[config.mk]
export PLATFORM = sky130hd
export DESIGN_NAME = i2s_tdm_tx
export DESIGN_NICKNAME = d
export VERILOG_FILES = /design/src/rtl/i2s_pkg.sv /design/src/rtl/i2s_frame_fifo.sv /design/src/rtl/i2s_tdm_tx.sv
export SDC_FILE = /design/constraint.sdc
export NUM_CORES = 1
export LEC_CHECK = 0
export CAP_MARGIN = 0
export CORE_AREA = 2 2 106 159
export CTS_BUF_LIST = sky130_fd_sc_hd__clkbuf_4 sky130_fd_sc_hd__clkbuf_8
export CTS_CLUSTER_SIZE = 8
export DETAILED_ROUTE_END_ITERATION = 10
export DIE_AREA = 0 0 108 161
export MAX_ROUTING_LAYER = met4
export PLACE_DENSITY = 0.72
export SETUP_SLACK_MARGIN = 0.3
export SLEW_MARGIN = 15
export SYNTH_ARGS = -nofsm -noshare
export SYNTH_HDL_FRONTEND = slang
export SYNTH_HIERARCHICAL = 1
export SYNTH_SLANG_ARGS = --single-unit
[constraint.sdc]
create_clock -name mclk -period 2.77 [get_ports mclk]
set_input_delay 0.554 -clock mclk [delete_from_list [all_inputs] [get_ports mclk]]
set_output_delay 0.554 -clock mclk [all_outputs]
set_load 0.01 [all_outputs]
[src/rtl/i2s_pkg.sv]
// i2s_pkg: shared constants for the I2S/TDM transmitter.
//   - serial format encodings (value of fmt_lj)
//   - parameter defaults for i2s_tdm_tx
//   - engine state encoding
//   - clog2 helper used for port and counter widths
package i2s_pkg;

    localparam logic FMT_I2S = 1'b0;
    localparam logic FMT_LJ  = 1'b1;

    localparam int DEF_SAMPLE_W   = 16;
    localparam int DEF_SLOT_W     = 32;
    localparam int DEF_CHANNELS   = 2;
    localparam int DEF_MCLK_DIV   = 2;
    localparam int DEF_FIFO_DEPTH = 4;

    typedef enum logic {
        ST_IDLE = 1'b0,
        ST_RUN  = 1'b1
    } tx_state_e;

    // Ceiling log2, never less than 1 so it can size a vector directly.
    function automatic int clog2(input int value);
        int r;
        r = 0;
        while ((1 << r) < value) r++;
        return (r < 1) ? 1 : r;
    endfunction

endpackage

[src/rtl/i2s_frame_fifo.sv]
// i2s_frame_fifo: frame FIFO for the I2S/TDM transmitter.
// Ports:
//   i_clk, i_rst_n       clock, async active-low reset
//   i_push, i_wdata      write request and frame (ignored when not ready)
//   i_pop                read request (ignored when empty)
//   o_rdata              head frame (valid when not empty)
//   o_ready              registered: next level < DEPTH
//   o_empty              level == 0
//   o_level              frames held
module i2s_frame_fifo
    import i2s_pkg::*;
#(
    parameter int WIDTH = 32,
    parameter int DEPTH = 4
) (
    input  logic                        i_clk,
    input  logic                        i_rst_n,
    input  logic                        i_push,
    input  logic [WIDTH-1:0]            i_wdata,
    input  logic                        i_pop,
    output logic [WIDTH-1:0]            o_rdata,
    output logic                        o_ready,
    output logic                        o_empty,
    output logic [clog2(DEPTH+1)-1:0]   o_level
);
    localparam int AW = clog2(DEPTH);
    localparam int LW = clog2(DEPTH+1);

    logic [WIDTH-1:0] r_mem [DEPTH];
    logic [AW-1:0]    r_wr_ptr;
    logic [AW-1:0]    r_rd_ptr;
    logic [LW-1:0]    r_level;
    logic [LW-1:0]    w_level_nxt;
    logic             r_ready;
    logic             w_push;
    logic             w_pop;

    assign w_push = i_push && r_ready;
    assign w_pop  = i_pop && (r_level != '0);

    always_comb begin
        w_level_nxt = r_level;
        case ({w_push, w_pop})
            2'b10:   w_level_nxt = r_level + LW'(1);
            2'b01:   w_level_nxt = r_level - LW'(1);
            default: w_level_nxt = r_level;
        endcase
    end

    // Storage carries no reset; only pointers and level define contents.
    always_ff @(posedge i_clk) begin
        if (w_push) r_mem[r_wr_ptr] <= i_wdata;
    end

    always_ff @(posedge i_clk or negedge i_rst_n) begin
        if (!i_rst_n) begin
            r_wr_ptr <= '0;
            r_rd_ptr <= '0;
            r_level  <= '0;
            r_ready  <= 1'b0;
        end else begin
            if (w_push) r_wr_ptr <= r_wr_ptr + AW'(1);
            if (w_pop)  r_rd_ptr <= r_rd_ptr + AW'(1);
            r_level <= w_level_nxt;
            r_ready <= (w_level_nxt < LW'(DEPTH));
        end
    end

    assign o_rdata = r_mem[r_rd_ptr];
    assign o_ready = r_ready;
    assign o_empty = (r_level == '0);
    assign o_level = r_level;

endmodule

[src/rtl/i2s_tdm_tx.sv]
// i2s_tdm_tx: I2S / left-justified / TDM serial transmitter with frame FIFO.
// Ports:
//   mclk, reset_n        sole clock, async active-low reset
//   enable               run the serial engine
//   fmt_lj               0 = Philips I2S (data one bclk after lrclk), 1 = left-justified
//   s_data, s_valid      frame input, channel 0 in the LSBs
//   s_ready, fifo_level  FIFO can accept / frames held
//   i2s_mclk             mclk pass-through
//   i2s_bclk, i2s_lrclk  bit clock / frame sync
//   i2s_data             serial data, changes with bclk falling
//   underrun             one-cycle pulse when a frame starts with the FIFO empty
// Build option: I2S_TX_UNDERRUN_HOLD_EN -- on underrun retransmit the previous
// frame instead of sending zeros.
//
// state   | meaning
// ST_IDLE | engine stopped, serial outputs low; next enabled cycle is bit 0
// ST_RUN  | bclk running, p advancing on every bclk fall
module i2s_tdm_tx
    import i2s_pkg::*;
#(
    parameter int SAMPLE_W   = DEF_SAMPLE_W,
    parameter int SLOT_W     = DEF_SLOT_W,
    parameter int CHANNELS   = DEF_CHANNELS,
    parameter int MCLK_DIV   = DEF_MCLK_DIV,
    parameter int FIFO_DEPTH = DEF_FIFO_DEPTH
) (
    input  logic                              mclk,
    input  logic                              reset_n,
    input  logic                              enable,
    input  logic                              fmt_lj,
    input  logic [SAMPLE_W*CHANNELS-1:0]      s_data,
    input  logic                              s_valid,
    output logic                              s_ready,
    output logic [clog2(FIFO_DEPTH+1)-1:0]    fifo_level,
    output logic                              i2s_mclk,
    output logic                              i2s_bclk,
    output logic                              i2s_lrclk,
    output logic                              i2s_data,
    output logic                              underrun
);
    localparam int FRAME_W    = SAMPLE_W*CHANNELS;
    localparam int FRAME_BITS = SLOT_W*CHANNELS;
    localparam int PW         = clog2(FRAME_BITS);
    localparam int DW         = clog2(MCLK_DIV);
    localparam int IW         = clog2(FRAME_W);

    tx_state_e        r_state;
    tx_state_e        w_state_nxt;
    logic [DW-1:0]    r_div;
    logic [PW-1:0]    r_p;
    logic             r_bclk;
    logic             r_lrclk;
    logic             r_data;
    logic             r_underrun;
    logic             r_fmt;
    logic [FRAME_W-1:0] r_hold;

    logic [FRAME_W-1:0] w_fifo_head;
    logic             w_fifo_empty;
    logic             w_fall_evt;
    logic             w_rise_evt;
    logic             w_frame_start;
    logic             w_pop;
    logic             w_fmt;
    logic [FRAME_W-1:0] w_next_hold;
    logic [FRAME_W-1:0] w_src;
    logic [IW-1:0]    w_idx;
    logic             w_bit;
    logic             w_lr;
    int               w_q;
    int               w_slot;
    int               w_k;

    i2s_frame_fifo #(
        .WIDTH (FRAME_W),
        .DEPTH (FIFO_DEPTH)
    ) u_fifo (
        .i_clk   (mclk),
        .i_rst_n (reset_n),
        .i_push  (s_valid),
        .i_wdata (s_data),
        .i_pop   (w_pop),
        .o_rdata (w_fifo_head),
        .o_ready (s_ready),
        .o_empty (w_fifo_empty),
        .o_level (fifo_level)
    );

    always_ff @(posedge mclk or negedge reset_n) begin
        if (!reset_n) r_state <= ST_IDLE;
        else          r_state <= w_state_nxt;
    end

    always_comb begin
        w_state_nxt = r_state;
        w_state_nxt = enable ? ST_RUN : ST_IDLE;
    end

    // The first enabled cycle counts as a bclk fall so bit 0 starts at once.
    always_comb begin
        w_fall_evt = enable && ((r_state == ST_IDLE) || (r_bclk && (r_div == '0)));
        w_rise_evt = enable && (r_state == ST_RUN) && !r_bclk && (r_div == '0);
    end

    always_comb begin
        w_frame_start = w_fall_evt && (r_p == '0);
        w_fmt         = w_frame_start ? fmt_lj : r_fmt;
        w_pop         = w_frame_start && !w_fifo_empty;
`ifdef I2S_TX_UNDERRUN_HOLD_EN
        w_next_hold   = w_fifo_empty ? r_hold : w_fifo_head;
`else
        w_next_hold   = w_fifo_empty ? '0 : w_fifo_head;
`endif
        // LJ bit 0 comes from the frame being loaded this cycle; I2S bit 0 is
        // still the last bit of the frame already in the holding register.
        if (w_fmt == FMT_LJ) begin
            w_q   = int'(r_p);
            w_src = w_frame_start ? w_next_hold : r_hold;
        end else begin
            w_q   = (r_p == '0) ? FRAME_BITS-1 : int'(r_p) - 1;
            w_src = r_hold;
        end
        w_slot = w_q / SLOT_W;
        w_k    = w_q % SLOT_W;
        w_idx  = IW'(w_slot*SAMPLE_W + SAMPLE_W - 1 - w_k);
        w_bit  = (w_k < SAMPLE_W) ? w_src[w_idx] : 1'b0;
        w_lr   = (int'(r_p) >= FRAME_BITS/2);
    end

    always_ff @(posedge mclk or negedge reset_n) begin
        if (!reset_n) begin
            r_div      <= '0;
            r_p        <= '0;
            r_bclk     <= 1'b0;
            r_lrclk    <= 1'b0;
            r_data     <= 1'b0;
            r_underrun <= 1'b0;
            r_fmt      <= FMT_I2S;
            r_hold     <= '0;
        end else if (!enable) begin
            r_div      <= '0;
            r_p        <= '0;
            r_bclk     <= 1'b0;
            r_lrclk    <= 1'b0;
            r_data     <= 1'b0;
            r_underrun <= 1'b0;
        end else begin
            r_underrun <= 1'b0;
            if (w_fall_evt) begin
                r_bclk  <= 1'b0;
                r_div   <= DW'(MCLK_DIV-1);
                r_lrclk <= w_lr;
                r_data  <= w_bit;
                r_p     <= (int'(r_p) == FRAME_BITS-1) ? '0 : r_p + PW'(1);
                if (w_frame_start) begin
                    r_hold     <= w_next_hold;
                    r_fmt      <= fmt_lj;
                    r_underrun <= w_fifo_empty;
                end
            end else if (w_rise_evt) begin
                r_bclk <= 1'b1;
                r_div  <= DW'(MCLK_DIV-1);
            end else begin
                r_div <= r_div - DW'(1);
            end
        end
    end

    assign i2s_mclk  = mclk;
    assign i2s_bclk  = r_bclk;
    assign i2s_lrclk = r_lrclk;
    assign i2s_data  = r_data;
    assign underrun  = r_underrun;

endmodule

==> results.cfg, run 1 <==
[run]
maxCapViolCount = 0

[finish]
final_cells = 896
fin_nets = 722
final_common_cell = edfxtp_1
area_growth_syn_to_layout_pct = 21.3
drive_above_1_share_pct = 24.6
most-common-layout-cells = 128 x edfxtp_1, 97 x nand2_1, 64 x buf_4
num_antenna_cells = 0
num-fill-cells = 1259
fin_area_um2 = 9760

[clock_tree]
cts_tree = done
clk_latency_ns = 0.57
cts_hold_buf = 0
clk_pin_slew_ns = 0.11

[worst_setup_path]
end_kind = flip-flop
cp_max_fo = 7
worst_setup_path_start_kind = flip-flop
slowest_delay_ns = 0.48
cp.required_ns = 3.21
critPathKind = reg -> reg
cp_cell_sequence = clkinv_4, ha_4, or3b_4, a2111oi_4, buf_6, o22ai_4, nor2_4, mux2i_1, mux4_2, a22oi_2, o211ai_1
cp.arrival_ns = 3.20
critPathSlowestCell = mux4_2

[synth]
ys_warn_count = 6
synth_area_leaders = edfxtp_1 48%, dfrtp_1 16%, mux4_2 8.1%
avgSynthCellArea_um2 = 14.0
yosysUniqueCellTypes = 66
netlist_area_um2 = 8050
synth.largest_area_cell = edfxtp_1
synth_top_area_share_pct = 47.8
synth_flop_cell = edfxtp_1
syn-num-nets = 620
synthesis.instances = 575
yosysSeqAreaShare_pct = 64.2
async_flop_share_pct = 29.3
synth-seq-cells = 181
synth-edff-count = 128

[floorplanning]
coreArea_um2 = 16000
die-width_um = 108
start_util_pct = 50.2
rows = 57
ios = 46
die_height_um = 161
die-area_um2 = 17400

[pwr]
max-vdd-ir-drop_v = 0.000544
p_per_area_nw_per_um2 = 907
p_leak_nw = 3.69
seqPwrFrac_pct = 42.8
p_comb_share_pct = 34.4
internal-power_mw = 5.88
p_sw_share_pct = 33.7
clockPowerShare_pct = 22.8
total_power_mw = 8.86
power.switching_mw = 2.98

[routing]
highest_layer = met4
dr_wl_met2_um = 9290
via_per_inst = 5.69
wl_met3_um = 568
drt_first_pass_iters = 4
drc_errors = 0
drt-initial-drc-count = 389
wl_met1_um = 7180
ant_nets = 0
wirelength_um = 17200
drt-wirelength-per-cell_um = 19.2
num_vias = 5094

[global_route]
antenna_found_initial = 0
grt_first_pass_wirelength_um = 27800
grt_max_degree = 35
grtUsageTotal_pct = 21.9
gr-total-overflow = 0
grt_pass1_vias = 5200

[hold_path]
min_path_type = in -> async

[timing]
fmax_mhz = 363
slew_headroom_pct = 43.6
hold_viol = 0
drv_slew = 0
clock_skew_ns = 0.0170
finalCriticalPeriod_ns = 2.75
rsz0062_at_grt = yes
finalSetupViolCount = 0
worstMarginPinSlew_ns = 0.845
period_share_pct = 99.4

[placed_design]
routabilityCongestion = 0.911
port_buffers = 45
placed_area_um2 = 9100
hpwl_um = 11400
placedCellCount = 852

[outcome]
status = finished clean
## synthesized netlist by cell type (all sizes together) (3+ instances only)
cell type  count
xor2           5
o21ai         35
dfrtp         53
mux2i          9
xnor2          7
edfxtp       128
nor3           5
o31ai          3
clkbuf        18
nor2          25
buf           19
nand3         15
inv           11
a221oi         5
o22ai          3
ha             7
mux2           5
a21oi         22
nand2         97
a2111oi        4
o211ai         3
mux4          33
and3          10
nor2b         10
and2           5
## stage by stage
stage | setup TNS, ns | worst slack [ns] | utilization (%) | hold slack [ns]
floorplan | 0 | 0.00282 | - | 0.258
global placement | -0.279 | -0.279 | 56.7 | 0.456
detailed placement | -0.418 | -0.351 | 56.7 | 0.461
CTS | -0.0140 | -0.0140 | 60.4 | 0.0812
global route | -0.119 | -0.119 | 60.8 | 0.0998
finish | 0 | 0.0154 | 60.8 | 0.0820
## worst max-delay path, delay by kind of cell (launching register included)
| family | cells | cell delay, ns |
|---|---|---|
| muxes | 2 | 0.60 |
| and+or+nand+nor | 2 | 0.60 |
| adders and majority gates | 1 | 0.14 |
| DFF | 1 | 0.44 |
| buffers and inverters | 2 | 0.23 |
| AOI/OAI and AO/OA | 4 | 0.64 |
## cell type report
cell class | instances | area [um2] | share of cell area (%)
multi-input cells | 346 | 2760 | 28.3
repair buffers | 116 | 1030 | 10.6
inverters | 11 | 48.8 | 0.500
flip-flops and latches | 181 | 5170 | 53.0
well taps | 206 | 258 | 2.64
clock buffers | 21 | 284 | 2.91
clock inverters | 15 | 206 | 2.12
## power by group through the flow
stage / logic [mW] / clock network (mW) / registers (mW)
2_1_floorplan: 2.06 / 0.0297 / 3.77
3_3_place_gp: 2.87 / 0.0367 / 3.80
3_5_place_dp: 2.95 / 0.0367 / 3.84
4_1_cts: 3.05 / 2.08 / 3.79
5_1_grt: 3.34 / 2.19 / 3.84
6_report: 3.04 / 2.02 / 3.79
## per-layer routing
| layer | vias up | global-route usage, % |
|---|---|---|
| met4 | 0 | 6.64 |
| met2 | 109 | 36.2 |
| met3 | 23 | 4.40 |
| met1 | 2598 | 27.5 |
| met5 | - | - |
| li1 | 2364 | - |
## path summary, 6_finish.rpt
check | start | endpoint | slack [ns] | depth (start not counted)
min in group mclk | r_hold[30] | r_hold[30] | 0.48 | 2
max in group asynchronous | reset_n | r_p[0] | 1.99 | 2
worst max register to register | r_p[0] | i2s_data | 0.02 | 11
worst min register to register | r_hold[30] | r_hold[30] | 0.48 | 2
worst max-delay path | r_p[0] | i2s_data | 0.02 | 11
worst min-delay path | reset_n | u_fifo/r_wr_ptr[1] | 0.08 | 1
## cell families after synthesis
group | after synthesis | synth area share (%)
flops | 181 | 64.2
fa+ha+maj | 8 | 1.34
xor+xnor | 12 | 1.31
buf+inv | 48 | 3.28
compound gates | 100 | 8.43
mux | 47 | 11.2
simple gates | 179 | 10.2
## sequential cells by signal, indices dropped and copies added, names as in the netlist, named ones only
register         flops
u_fifo/r_mem       128
r_hold              32
r_p                  6
u_fifo/o_level       2
u_fifo/r_rd_ptr      2
u_fifo/r_wr_ptr      2
i2s_bclk             1
i2s_data             1
i2s_lrclk            1
r_div                1
r_fmt                1
r_state              1
u_fifo/o_ready       1
underrun             1
## timing repair
action / in CTS / in global routing
hold endpoints to repair: 0 / 0
buffers inserted: 5 / 4
resized for setup: 16 / 9
setup endpoints to repair: 3 / 4
pin swaps: 8 / 5
Note: power is estimated with default switching activity, not from simulation.
==> run 2: changes to the inputs <==
Settings changed: GPL_ROUTABILITY_DRIVEN set to 0, SETUP_SLACK_MARGIN 0.3 to not set.
==> run 2 against run 1 <==
The run now ends with negative setup slack left. Worst hold slack improved by 0.41 ns. Largest cell class unchanged. Critical endpoint unchanged. Flip-flop and latch count unchanged. Highest routed layer unchanged. Sequential power increased by 1%. Critical path type unchanged. Via count decreased by 1.0%.
==> results.cfg, run 2 (same netlist as run 1, synthesis figures left out) <==
[timing]
holdWs_ns = 0.488
fmax_mhz = 339
drv_slew = 0
hold_viol = 0
finalSetupViolCount = 1
finalCriticalPeriod_ns = 2.95
slew_headroom_pct = 57.8
clock_skew_ns = 0.00923
period_share_pct = 106
rsz0062_at_grt = yes
worstMarginPinSlew_ns = 0.632
setup_slack_ns = -0.179
fin_tns_setup_ns = -0.179

[hold_path]
min_path_type = reg -> reg
hp-start = r_hold[18]
hold_depth = 2

[worst_setup_path]
cp.required_ns = 3.22
end_kind = flip-flop
r2r_cells = 11
critPathKind = reg -> reg
cp.arrival_ns = 3.40
crit_start = r_p[1]
cp_max_fo = 6
worst_setup_path_start_kind = flip-flop
worst-r2r-setup-slack_ns = -0.18
reg2reg_from = r_p[1]

[finish]
largest_register = u_fifo/r_mem
num-fill-cells = 1223
multiInputGateArea_um2 = 2710
reg_top3 = u_fifo/r_mem (128), r_hold (32), r_p (6)
most-common-layout-cells = 128 x edfxtp_1, 97 x nand2_1, 52 x dfrtp_1
area_growth_syn_to_layout_pct = 18.6
num_antenna_cells = 0
largest_reg_flops = 128
drive_above_1_share_pct = 22.0
fin_nets = 708
final_common_cell = edfxtp_1
fin_area_um2 = 9540
seq_area_um2 = 5170

[placed_design]
port_buffers = 45
hpwl_um = 11200
placed_area_um2 = 9030
dp_worst_setup_slack_ns = -0.302

[floorplanning]
die-width_um = 108
coreArea_um2 = 16000
rows = 57
ios = 46
die-area_um2 = 17400
die_height_um = 161
start_util_pct = 50.2

[clock_tree]
clk_latency_ns = 0.57
clk_pin_slew_ns = 0.09
cts_tree = done

[outcome]
status = finished, violations left
violations = negative setup slack

[routing]
ant_nets = 0
num_vias = 5041
drt_first_pass_iters = 5
via_per_inst = 5.72
drc_errors = 0
wirelength_um = 16600
drt-wirelength-per-cell_um = 18.8
drt-initial-drc-count = 554

[pwr]
max-vdd-ir-drop_v = 0.000429
p_per_area_nw_per_um2 = 893
p_leak_nw = 3.57

[global_route]
grt_first_pass_wirelength_um = 26900
gr-total-overflow = 0
grt_pass1_vias = 5353
grt_max_degree = 38
grtUsageTotal_pct = 21.3
antenna_found_initial = 0

[run]
maxCapViolCount = 0
[run 2: timing repair]
action,4_1_cts,5_1_grt
pin swaps,0,5
resized for setup,3,13
buffers inserted,2,2
setup endpoints to repair,2,4
hold endpoints to repair,21,0
hold buffers,1,0
[run 2: stage by stage]
stage	power, mW	std cells	utilization, %
finish	8.52	882	59.5
global route	8.99	882	59.5
CTS	8.53	880	59.0
detailed placement	6.80	842	56.3
global placement	6.67	842	56.3
floorplan	5.82	575	-
[run 2: power by group]
part | switching, mW | leakage [nW] | internal (mW)
clock network | 1.01 | 0.191 | 0.754
registers | 0.331 | 1.83 | 3.51
logic | 1.49 | 1.55 | 1.42
total | 2.83 | 3.57 | 5.68
[run 2: critical path, stage by stage (launching register included)]
cell,delay (ns)
dfrtp_1,0.41
inv_2,0.10
ha_4,0.15
or3b_4,0.40
a2111oi_4,0.40
buf_4,0.20
o22ai_4,0.07
nor2_4,0.21
a21oi_1,0.09
mux4_2,0.48
a22oi_2,0.20
o211ai_1,0.10
[run 2: path summary, 6_finish.rpt]
path	endpoint
max in group asynchronous	u_fifo/r_rd_ptr[0]
max	i2s_data
min	r_hold[18]
min reg2reg	r_hold[18]
min in group asynchronous	r_hold[2]
max reg2reg	i2s_data
[run 2: final cells by class]
class | count | share of cell area, %
Clock buffer | 21 | 2.99
Tap cell | 206 | 2.70
Multi-Input combinational cell | 346 | 28.4
Clock inverter | 15 | 1.30
Inverter | 11 | 0.433
Sequential cell | 181 | 54.2
Timing Repair Buffer | 102 | 9.98
[run 2: metal layers]
layer  track usage (%)  vias up  wire length (um)
li1                  -     2333                 -
met1              24.0     2504              6600
met2              34.8      157              8750
met3              4.72       47               632
met4              12.2        0               637
met5                 -        -                 0
==> run 3: changes to the inputs <==
Settings changed: CAP_MARGIN 0 to 15.
==> results of run 3 <==
No change in the layout: final DEF, timing and power equal those of run 2.
